**src/rtl/fir_seq_ctrl.sv**
```systemverilog
// Sequencer/configurator for a free-running 3-tap fir_filter: history flush after reset,
// shadow/commit weight loading, framed sample feeding with zero flush slots and output tagging.
module fir_seq_ctrl #(
  parameter int WIDTH = 8,
  parameter int LEN_W = 8
) (
  input  logic               clk,
  input  logic               rst_n,
  input  logic               cfg_we,
  input  logic [1:0]         cfg_addr,
  input  logic [WIDTH-1:0]   cfg_wdata,
  input  logic               cfg_commit,
  input  logic               start,
  input  logic [LEN_W-1:0]   frame_len,
  input  logic               in_valid,
  input  logic [WIDTH-1:0]   in_data,
  output logic               in_ready,
  output logic [WIDTH-1:0]   fir_in,
  output logic [WIDTH-1:0]   w_1,
  output logic [WIDTH-1:0]   w_2,
  output logic [WIDTH-1:0]   w_3,
  input  logic [2*WIDTH-1:0] fir_out,
  output logic               out_valid,
  output logic [2*WIDTH-1:0] out_data,
  output logic               out_last,
  output logic               busy,
  output logic               underrun,
  output logic [1:0]         dbg_state
);

  // Handshake: a sample is taken on every posedge where in_ready (RUN) is high; in_valid low
  // in RUN still consumes the slot (zero fed, underrun flagged). There is no output backpressure.
  typedef enum logic [1:0] {
    ST_INIT  = 2'd0,
    ST_IDLE  = 2'd1,
    ST_RUN   = 2'd2,
    ST_FLUSH = 2'd3
  } state_e;

  state_e             state_q, state_d;
  logic [LEN_W-1:0]   cnt_q, cnt_d;
  logic [LEN_W-1:0]   len_q, len_d;
  logic [WIDTH-1:0]   fir_in_q, fir_in_d;
  logic [WIDTH-1:0]   w1_q, w1_d, w2_q, w2_d, w3_q, w3_d;
  logic [WIDTH-1:0]   sh1_q, sh1_d, sh2_q, sh2_d, sh3_q, sh3_d;
  logic               pend_q, pend_d;
  logic               underrun_q, underrun_d;
  logic               v0_q, v0_d, v1_q, v2_q;
  logic               l0_q, l0_d, l1_q, l2_q;
  logic               start_go;
  logic               commit_apply;
  logic               is_idle;

  assign is_idle = (state_q == ST_IDLE);

  always_comb begin
    state_d    = state_q;
    cnt_d      = cnt_q;
    len_d      = len_q;
    fir_in_d   = '0;
    underrun_d = underrun_q;
    v0_d       = 1'b0;
    l0_d       = 1'b0;
    start_go   = 1'b0;
    case (state_q)
      ST_INIT: begin
        if (cnt_q == LEN_W'(2)) begin
          cnt_d   = '0;
          state_d = ST_IDLE;
        end else begin
          cnt_d = cnt_q + LEN_W'(1);
        end
      end
      ST_IDLE: begin
        if (start && (frame_len != '0)) begin
          start_go   = 1'b1;
          len_d      = frame_len;
          cnt_d      = '0;
          underrun_d = 1'b0;
          state_d    = ST_RUN;
        end
      end
      ST_RUN: begin
        fir_in_d = in_valid ? in_data : '0;
        v0_d     = 1'b1;
        if (!in_valid) begin
          underrun_d = 1'b1;
        end
        if (cnt_q == (len_q - LEN_W'(1))) begin
          cnt_d   = '0;
          state_d = ST_FLUSH;
        end else begin
          cnt_d = cnt_q + LEN_W'(1);
        end
      end
      ST_FLUSH: begin
        v0_d = 1'b1;
        if (cnt_q == LEN_W'(1)) begin
          l0_d    = 1'b1;
          cnt_d   = '0;
          state_d = ST_IDLE;
        end else begin
          cnt_d = cnt_q + LEN_W'(1);
        end
      end
      default: begin
        cnt_d   = '0;
        state_d = ST_INIT;
      end
    endcase
  end

  // Shadow writes land at the edge, so a commit in the same cycle copies the old shadow value.
  always_comb begin
    sh1_d = sh1_q;
    sh2_d = sh2_q;
    sh3_d = sh3_q;
    if (cfg_we) begin
      case (cfg_addr)
        2'd0:    sh1_d = cfg_wdata;
        2'd1:    sh2_d = cfg_wdata;
        2'd2:    sh3_d = cfg_wdata;
        default: ;
      endcase
    end
  end

  // A pending commit is applied in the first IDLE cycle even if a frame starts in that cycle;
  // a fresh commit arriving together with an accepted start is deferred to after that frame.
  always_comb begin
    commit_apply = is_idle && (pend_q || (cfg_commit && !start_go));
    w1_d   = commit_apply ? sh1_q : w1_q;
    w2_d   = commit_apply ? sh2_q : w2_q;
    w3_d   = commit_apply ? sh3_q : w3_q;
    pend_d = pend_q;
    if (commit_apply) begin
      pend_d = 1'b0;
    end
    if (cfg_commit && !(is_idle && !start_go)) begin
      pend_d = 1'b1;
    end
  end

  always_ff @(posedge clk or negedge rst_n) begin
    if (!rst_n) begin
      state_q    <= ST_INIT;
      cnt_q      <= '0;
      len_q      <= '0;
      fir_in_q   <= '0;
      w1_q       <= '0;
      w2_q       <= '0;
      w3_q       <= '0;
      sh1_q      <= '0;
      sh2_q      <= '0;
      sh3_q      <= '0;
      pend_q     <= 1'b0;
      underrun_q <= 1'b0;
      v0_q       <= 1'b0;
      v1_q       <= 1'b0;
      v2_q       <= 1'b0;
      l0_q       <= 1'b0;
      l1_q       <= 1'b0;
      l2_q       <= 1'b0;
    end else begin
      state_q    <= state_d;
      cnt_q      <= cnt_d;
      len_q      <= len_d;
      fir_in_q   <= fir_in_d;
      w1_q       <= w1_d;
      w2_q       <= w2_d;
      w3_q       <= w3_d;
      sh1_q      <= sh1_d;
      sh2_q      <= sh2_d;
      sh3_q      <= sh3_d;
      pend_q     <= pend_d;
      underrun_q <= underrun_d;
      v0_q       <= v0_d;
      v1_q       <= v0_q;
      v2_q       <= v1_q;
      l0_q       <= l0_d;
      l1_q       <= l0_q;
      l2_q       <= l1_q;
    end
  end

  // Tags trail fir_in by the filter's two-stage latency and keep draining after IDLE.
  assign in_ready  = (state_q == ST_RUN);
  assign busy      = !is_idle;
  assign fir_in    = fir_in_q;
  assign w_1       = w1_q;
  assign w_2       = w2_q;
  assign w_3       = w3_q;
  assign out_valid = v2_q;
  assign out_last  = l2_q;
  assign out_data  = fir_out;
  assign underrun  = underrun_q;
  assign dbg_state = state_q;

endmodule

```
**config.mk**
```make
export PLATFORM = sky130hd
export DESIGN_NAME = fir_seq_ctrl
export DESIGN_NICKNAME = d
export VERILOG_FILES = /design/src/rtl/fir_seq_ctrl.sv
export SDC_FILE = /design/constraint.sdc
export NUM_CORES = 1
export LEC_CHECK = 0
export BUFFER_PORTS_ARGS = -buffer_cell sky130_fd_sc_hd__buf_2
export CAP_MARGIN = 20
export CELL_PAD_IN_SITES_DETAIL_PLACEMENT = 0
export CELL_PAD_IN_SITES_GLOBAL_PLACEMENT = 1
export CORE_ASPECT_RATIO = 0.8
export CORE_UTILIZATION = 44
export CTS_CLUSTER_DIAMETER = 60
export DETAILED_ROUTE_END_ITERATION = 10
export GPL_TIMING_DRIVEN = 0
export PLACE_DENSITY_LB_ADDON = 0.1
export SLEW_MARGIN = 10
export SYNTH_ARGS = -nofsm -noshare
export SYNTH_HDL_FRONTEND = slang
export SYNTH_SLANG_ARGS = --single-unit
```
**constraint.sdc**
```tcl
create_clock -name clk -period 3.7 [get_ports clk]
set_input_delay 0.74 -clock clk [delete_from_list [all_inputs] [get_ports clk]]
set_output_delay 0.74 -clock clk [all_outputs]
set_load 0.02 [all_outputs]
```
After elaboration in Yosys (flattened, before gate mapping)
Cells that the tools add are included.
W data, S select, Z words.
{"block": "totals", "ff_bits": 82, "inputBits": 48, "output_inout_bits": 55, "word_cells": 76}
{"block": "classes", "add_sub_neg": 2, "eq_ne": 13, "muxes": 22, "n_reduce_logical": 21}
{"operator": "$mux W8", "n": 6}
{"operator": "$pmux W8 S4", "n": 1}
{"operator": "$mux W1", "n": 9}
{"operator": "$add A8 B1 Y8 const B", "n": 1}
{"operator": "$eq A8 B1 Y1 const B", "n": 1}
{"operator": "$eq A8 B2 Y1 const B", "n": 1}
{"operator": "$eq A8 B8 Y1", "n": 1}
{"operator": "$mux W2", "n": 4}
{"operator": "$pmux W2 S4", "n": 1}
{"operator": "$reduce_and A2 Y1", "n": 4}
{"operator": "$reduce_bool A8 Y1", "n": 1}
{"operator": "$sub A8 B1 Y8 const B", "n": 1}
{"operator": "$eq A2 B2 Y1 const B", "n": 3}
{"operator": "$ne A2 B2 Y1 const B", "n": 3}
{"operator": "$logic_and A1 B1 Y1", "n": 5}
{"operator": "$eq A2 B1 Y1 const B", "n": 2}
{"operator": "$logic_not A2 Y1", "n": 2}
{"operator": "$ne A2 B1 Y1 const B", "n": 2}
{"operator": "$reduce_and A4 Y1", "n": 1}
{"operator": "$reduce_bool A2 Y1", "n": 2}
{"operator": "$logic_not A1 Y1", "n": 3}
{"operator": "$reduce_and A3 Y1", "n": 1}
{"operator": "$pmux W1 S2", "n": 1}
{"operator": "$reduce_or A2 Y1", "n": 1}
{"operator": "$logic_or A1 B1 Y1", "n": 1}

Longest topological paths before layout
{"block": "logic_depth", "ltp_word": 10, "ltp_mapped": 7}

Least setup slack after synthesis
Ideal clock, no wire load.
{"block": "synth_timing", "path_type": "input -> register", "from": "in frame_len[5]", "to": "reg w2_q[1] (netlist: w_2[1])", "arrival_time_ns": 2.321, "setup_slack_ns": 1.254, "cell_stages": 6, "n_path_buf": 1, "path_cell_list": "or4_1 -> o21ai_1 -> a21oi_1 -> nor2_2 -> buf_4 -> mux2_2"}
{"block": "synth_between", "elab_chain_cells": 8}
{"element": "from (decl)", "line": "14", "source": "input logic [LEN_W-1:0] frame_len,"}
{"element": "$reduce_bool A8 Y1", "line": "75", "source": "if (start && (frame_len != '0)) begin"}
{"element": "$logic_and A1 B1 Y1", "line": "75"}
{"element": "$mux W1", "line": "75"}
{"element": "$mux W1", "line": "65", "source": "case (state_q)"}
{"element": "$logic_not A1 Y1", "line": "131", "source": "commit_apply = is_idle && (pend_q || (cfg_commit && !start_go));"}
{"element": "$logic_and A1 B1 Y1", "line": "131"}
{"element": "$logic_or A1 B1 Y1", "line": "131"}
{"element": "$logic_and A1 B1 Y1", "line": "131"}
{"element": "to (signal assigned)", "line": "170", "source": "w2_q <= w2_d;"}
{"element": "to (decl)", "line": "44", "source": "logic [WIDTH-1:0] w1_q, w1_d, w2_q, w2_d, w3_q, w3_d;"}
No other way between the ends.
A chain may end at the register's enable or synchronous reset.

Worst setup path in the final report
{"block": "layout_timing", "from": "in frame_len[5]", "to": "reg w2_q[7] (netlist: w_2[7])"}
The elaborated chain is that of the path after synthesis.

==> key figures <==
Run status
  • Status: complete, no violations

GRT
  • Pin count of the biggest net entering global routing: 53
  • Number of antenna violations at the first check in global routing: 0
  • Wire length of the first global-routing pass: 12.6 mm
  • Global routing usage summed across all routing layers: 0.181
  • Sum of overflow across all layers after global routing: 0
  • Via count of the first global-routing pass: 2507

Worst setup path
  • CP required: 3930 ps
  • Critical path type: input port to flip-flop
  • Kind of launch point of the worst setup path: input port
  • Critical Path End Type: flip-flop
  • Arrival @ worst endpoint: 2840 ps
  • Maximum fanout encountered on the critical timing path: 10

Min path
  • Type of the worst min-delay path: input port to asynchronous set/reset pin

CTS
  • Clock sink count: 82
  • Number of H-tree levels: 3
  • Maximum clock path buffer count: 2
  • Inserted Clock Buffers: 9
  • Post-CTS Resized: 0
  • Cell at the root of the clock tree: sky130_fd_sc_hd__clkbuf_8
  • Setup fix buffers added after clock tree synthesis: 0
  • Number of buffers added to fix hold violations after cts: 0
  • Clock transition at the register clock pins on the worst setup and hold paths after CTS: 90 ps
  • CTS tree: done
  • Worst-skew pair later-pin latency: 350 ps

STA
  • Least-Margin Pin Slew: 811 ps
  • Setup-failing EPs final: 0
  • Post-route setup slack: 1090 ps
  • Maximum clock frequency: 383 MHz
  • Clock skew: 9.06 ps
  • Final clock period utilization by the worst path: 0.705
  • Worst slew margin relative to its limit: 0.458
  • Final slew viol count: 0
  • Unrepaired setup endpoints after global routing: false
  • Hold violation count in the final report: 0
  • Shortest period the worst path allows: 2610 ps
  • Post-Route Setup TNS: 0 ps
  • Fin Hold WS: 313 ps

Yosys
  • Proportion of synthesized chip area in sequential cells: 0.547
  • Mapped Avg Cell Area: 12.9 um2
  • Synth cell count leaders: sky130_fd_sc_hd__dfrtp_1 (82), sky130_fd_sc_hd__mux2_2 (51), sky130_fd_sc_hd__buf_4 (18)
  • Yosys warns: 0
  • Syn_nets: 347
  • Number of standard cells after synthesis: 290
  • Top_reg_cell synth: sky130_fd_sc_hd__dfrtp_1
  • Number of synthesized flops with an enable pin: 0
  • Yosys cell types: 44
  • Cell types with the largest area share after synthesis: sky130_fd_sc_hd__dfrtp_1 (55%), sky130_fd_sc_hd__mux2_2 (15%), sky130_fd_sc_hd__buf_4 (3.6%), sky130_fd_sc_hd__ha_1 (3.0%), sky130_fd_sc_hd__xnor2_1 (2.3%)
  • Most frequent cell after synthesis: sky130_fd_sc_hd__dfrtp_1
  • Area fraction of the dominant cell type after synthesis: 0.547
  • Cell area after synthesis: 3750 um2
  • #FFs+latches synth: 82
  • Post-synth ARST share: 1.00
  • Library cell occupying the most area in the post-synthesis netlist: sky130_fd_sc_hd__dfrtp_1

Routing
  • Final ANT Viol Nets: 0
  • Average via count per standard cell: 5.07
  • Routed wl met3: 444 um
  • Total met2 wirelength after detailed routing: 3.37 mm
  • Total via count in the routed design: 2541
  • Initial DRC count: 90
  • WL per Instance: 14.9 um
  • Highest metal layer with signal wires: met4
  • DRC Markers: 0
  • First-pass DRT Iterations: 4
  • Routed metal-1 wirelength: 3.60 mm
  • Total routed wirelength: 7.48 mm

Die
  • Die X-Extent: 105 um
  • Core Area: 8090 um2
  • Die area: 8900 um2
  • Number of ports placed on the die boundary: 103
  • Effective utilization at floorplan: 0.464
  • Core Rows: 29
  • Die boundary height: 84.6 um

Power
  • Total power draw: 3.53 mW
  • Leakage power: 2.16 nW
  • Peak supply drop: 0.000298 V
  • Total power density per cell area: 778 nW/um2

Finish
  • Net count reported at finish: 445
  • Combined flip-flop and latch cell area: 2050 um2
  • Final Util: 0.561
  • Area added between synthesis and finish: 21.0%
  • Fill cells: 700
  • Final Instance Count excl. Fillers: 501
  • Number of inserted diodes: 0
  • Layout cell share with drive strength beyond 1: 0.473
  • Multi-input gate area in the final layout: 1500 um2
  • Final design instance area without fill: 4540 um2

Placed design
  • Count of port buffers added during placement: 86
  • Placement-stage cell area: 4350 um2
  • Worst setup slack before clock tree synthesis: 682 ps
  • Placed Cells incl. Taps: 485
  • HPWL after detailed placement: 5.54 mm
  • Weighted congestion reported at the end of routability-driven placement: 0.783

Run
  • Number of max-capacitance violations reported: 0
==> report_power, final <==
| group | internal (mW) | switching (mW) |
|---|---|---|
| combinational | 0.668 | 0.846 |
| clock | 0.255 | 0.346 |
| sequential | 1.20 | 0.214 |
| total | 2.12 | 1.41 |
==> worst paths after layout <==
kind	from	depth (start not counted)	slack, ps	to
max in group asynchronous	rst_n	2	2810	sh2_q[7]
worst max register to register	len_q[0]	5	1220	cnt_q[4]
worst min-delay path	rst_n	1	310	fir_in[5]
worst max-delay path	frame_len[5]	7	1090	w_2[7]
min in group clk	l1_q	0	350	out_last
worst min register to register	l1_q	0	350	out_last
==> layout make-up <==
class	count	area share
plain buffers	23	0.0347
repair buffers	87	0.101
multi-input cells	172	0.330
flip-flops and latches	82	0.452
well taps	108	0.0298
clock inverters	7	0.0141
inverters	13	0.0107
clock buffers	9	0.0273
==> worst max-delay path, cell delays in order <==
cell and delay (ps):
sky130_fd_sc_hd__buf_2 100, sky130_fd_sc_hd__or4_1 510, sky130_fd_sc_hd__o21ai_1 400, sky130_fd_sc_hd__a21oi_1 150, sky130_fd_sc_hd__nor2_2 300, sky130_fd_sc_hd__buf_4 270
sky130_fd_sc_hd__mux2_2 360
==> sequential cells by signal, indices dropped and copies added (netlist names), 2 cells and up <==
| signal | cells |
|---|---|
| cnt_q | 8 |
| fir_in | 8 |
| len_q | 8 |
| sh1_q | 8 |
| sh2_q | 8 |
| sh3_q | 8 |
| w_1 | 8 |
| w_2 | 8 |
| w_3 | 8 |
| dbg_state | 2 |
==> routing by layer <==
metal	vias to the layer above	GRT usage
met4	0	0.0435
met5	-	0
met2	98	0.285
met1	1211	0.253
li1	1223	-
met3	9	0.0474
==> cell families after synthesis <==
group,count (synthesis),synth area share
compound gates,39,0.0784
xor+xnor,15,0.0350
fa+ha+maj,9,0.0300
buf+inv,36,0.0550
flops,82,0.547
mux,57,0.171
simple gates,52,0.0840
==> placed cells by master, fill, tap and decap left out, types with 2 or more instances in the layout <==
cell                        instances
sky130_fd_sc_hd__xnor2_1           10
sky130_fd_sc_hd__inv_1             13
sky130_fd_sc_hd__and3_1             9
sky130_fd_sc_hd__nand3_1            2
sky130_fd_sc_hd__or3_1              2
sky130_fd_sc_hd__a2111oi_0          5
sky130_fd_sc_hd__and2_1             3
sky130_fd_sc_hd__clkbuf_1           2
sky130_fd_sc_hd__a21oi_1           12
sky130_fd_sc_hd__inv_6              2
sky130_fd_sc_hd__mux2_2            51
sky130_fd_sc_hd__or3b_2             2
sky130_fd_sc_hd__nand2b_1           4
sky130_fd_sc_hd__a211oi_1           4
sky130_fd_sc_hd__buf_4             19
sky130_fd_sc_hd__o311ai_0           2
sky130_fd_sc_hd__mux2_1             5
sky130_fd_sc_hd__or4_1              2
sky130_fd_sc_hd__ha_1               9
sky130_fd_sc_hd__or2_2              3
sky130_fd_sc_hd__clkinv_4           2
sky130_fd_sc_hd__clkbuf_8           9
sky130_fd_sc_hd__xor2_1             5
sky130_fd_sc_hd__dfrtp_1           82
sky130_fd_sc_hd__nor3b_1            2
sky130_fd_sc_hd__nand3b_1           3
sky130_fd_sc_hd__nand2_1            5
sky130_fd_sc_hd__a21o_1             2
sky130_fd_sc_hd__a31oi_1            3
sky130_fd_sc_hd__o211ai_1           3
sky130_fd_sc_hd__nor2_1             8
sky130_fd_sc_hd__buf_2             88
Power figures use the tool's default switching activity.
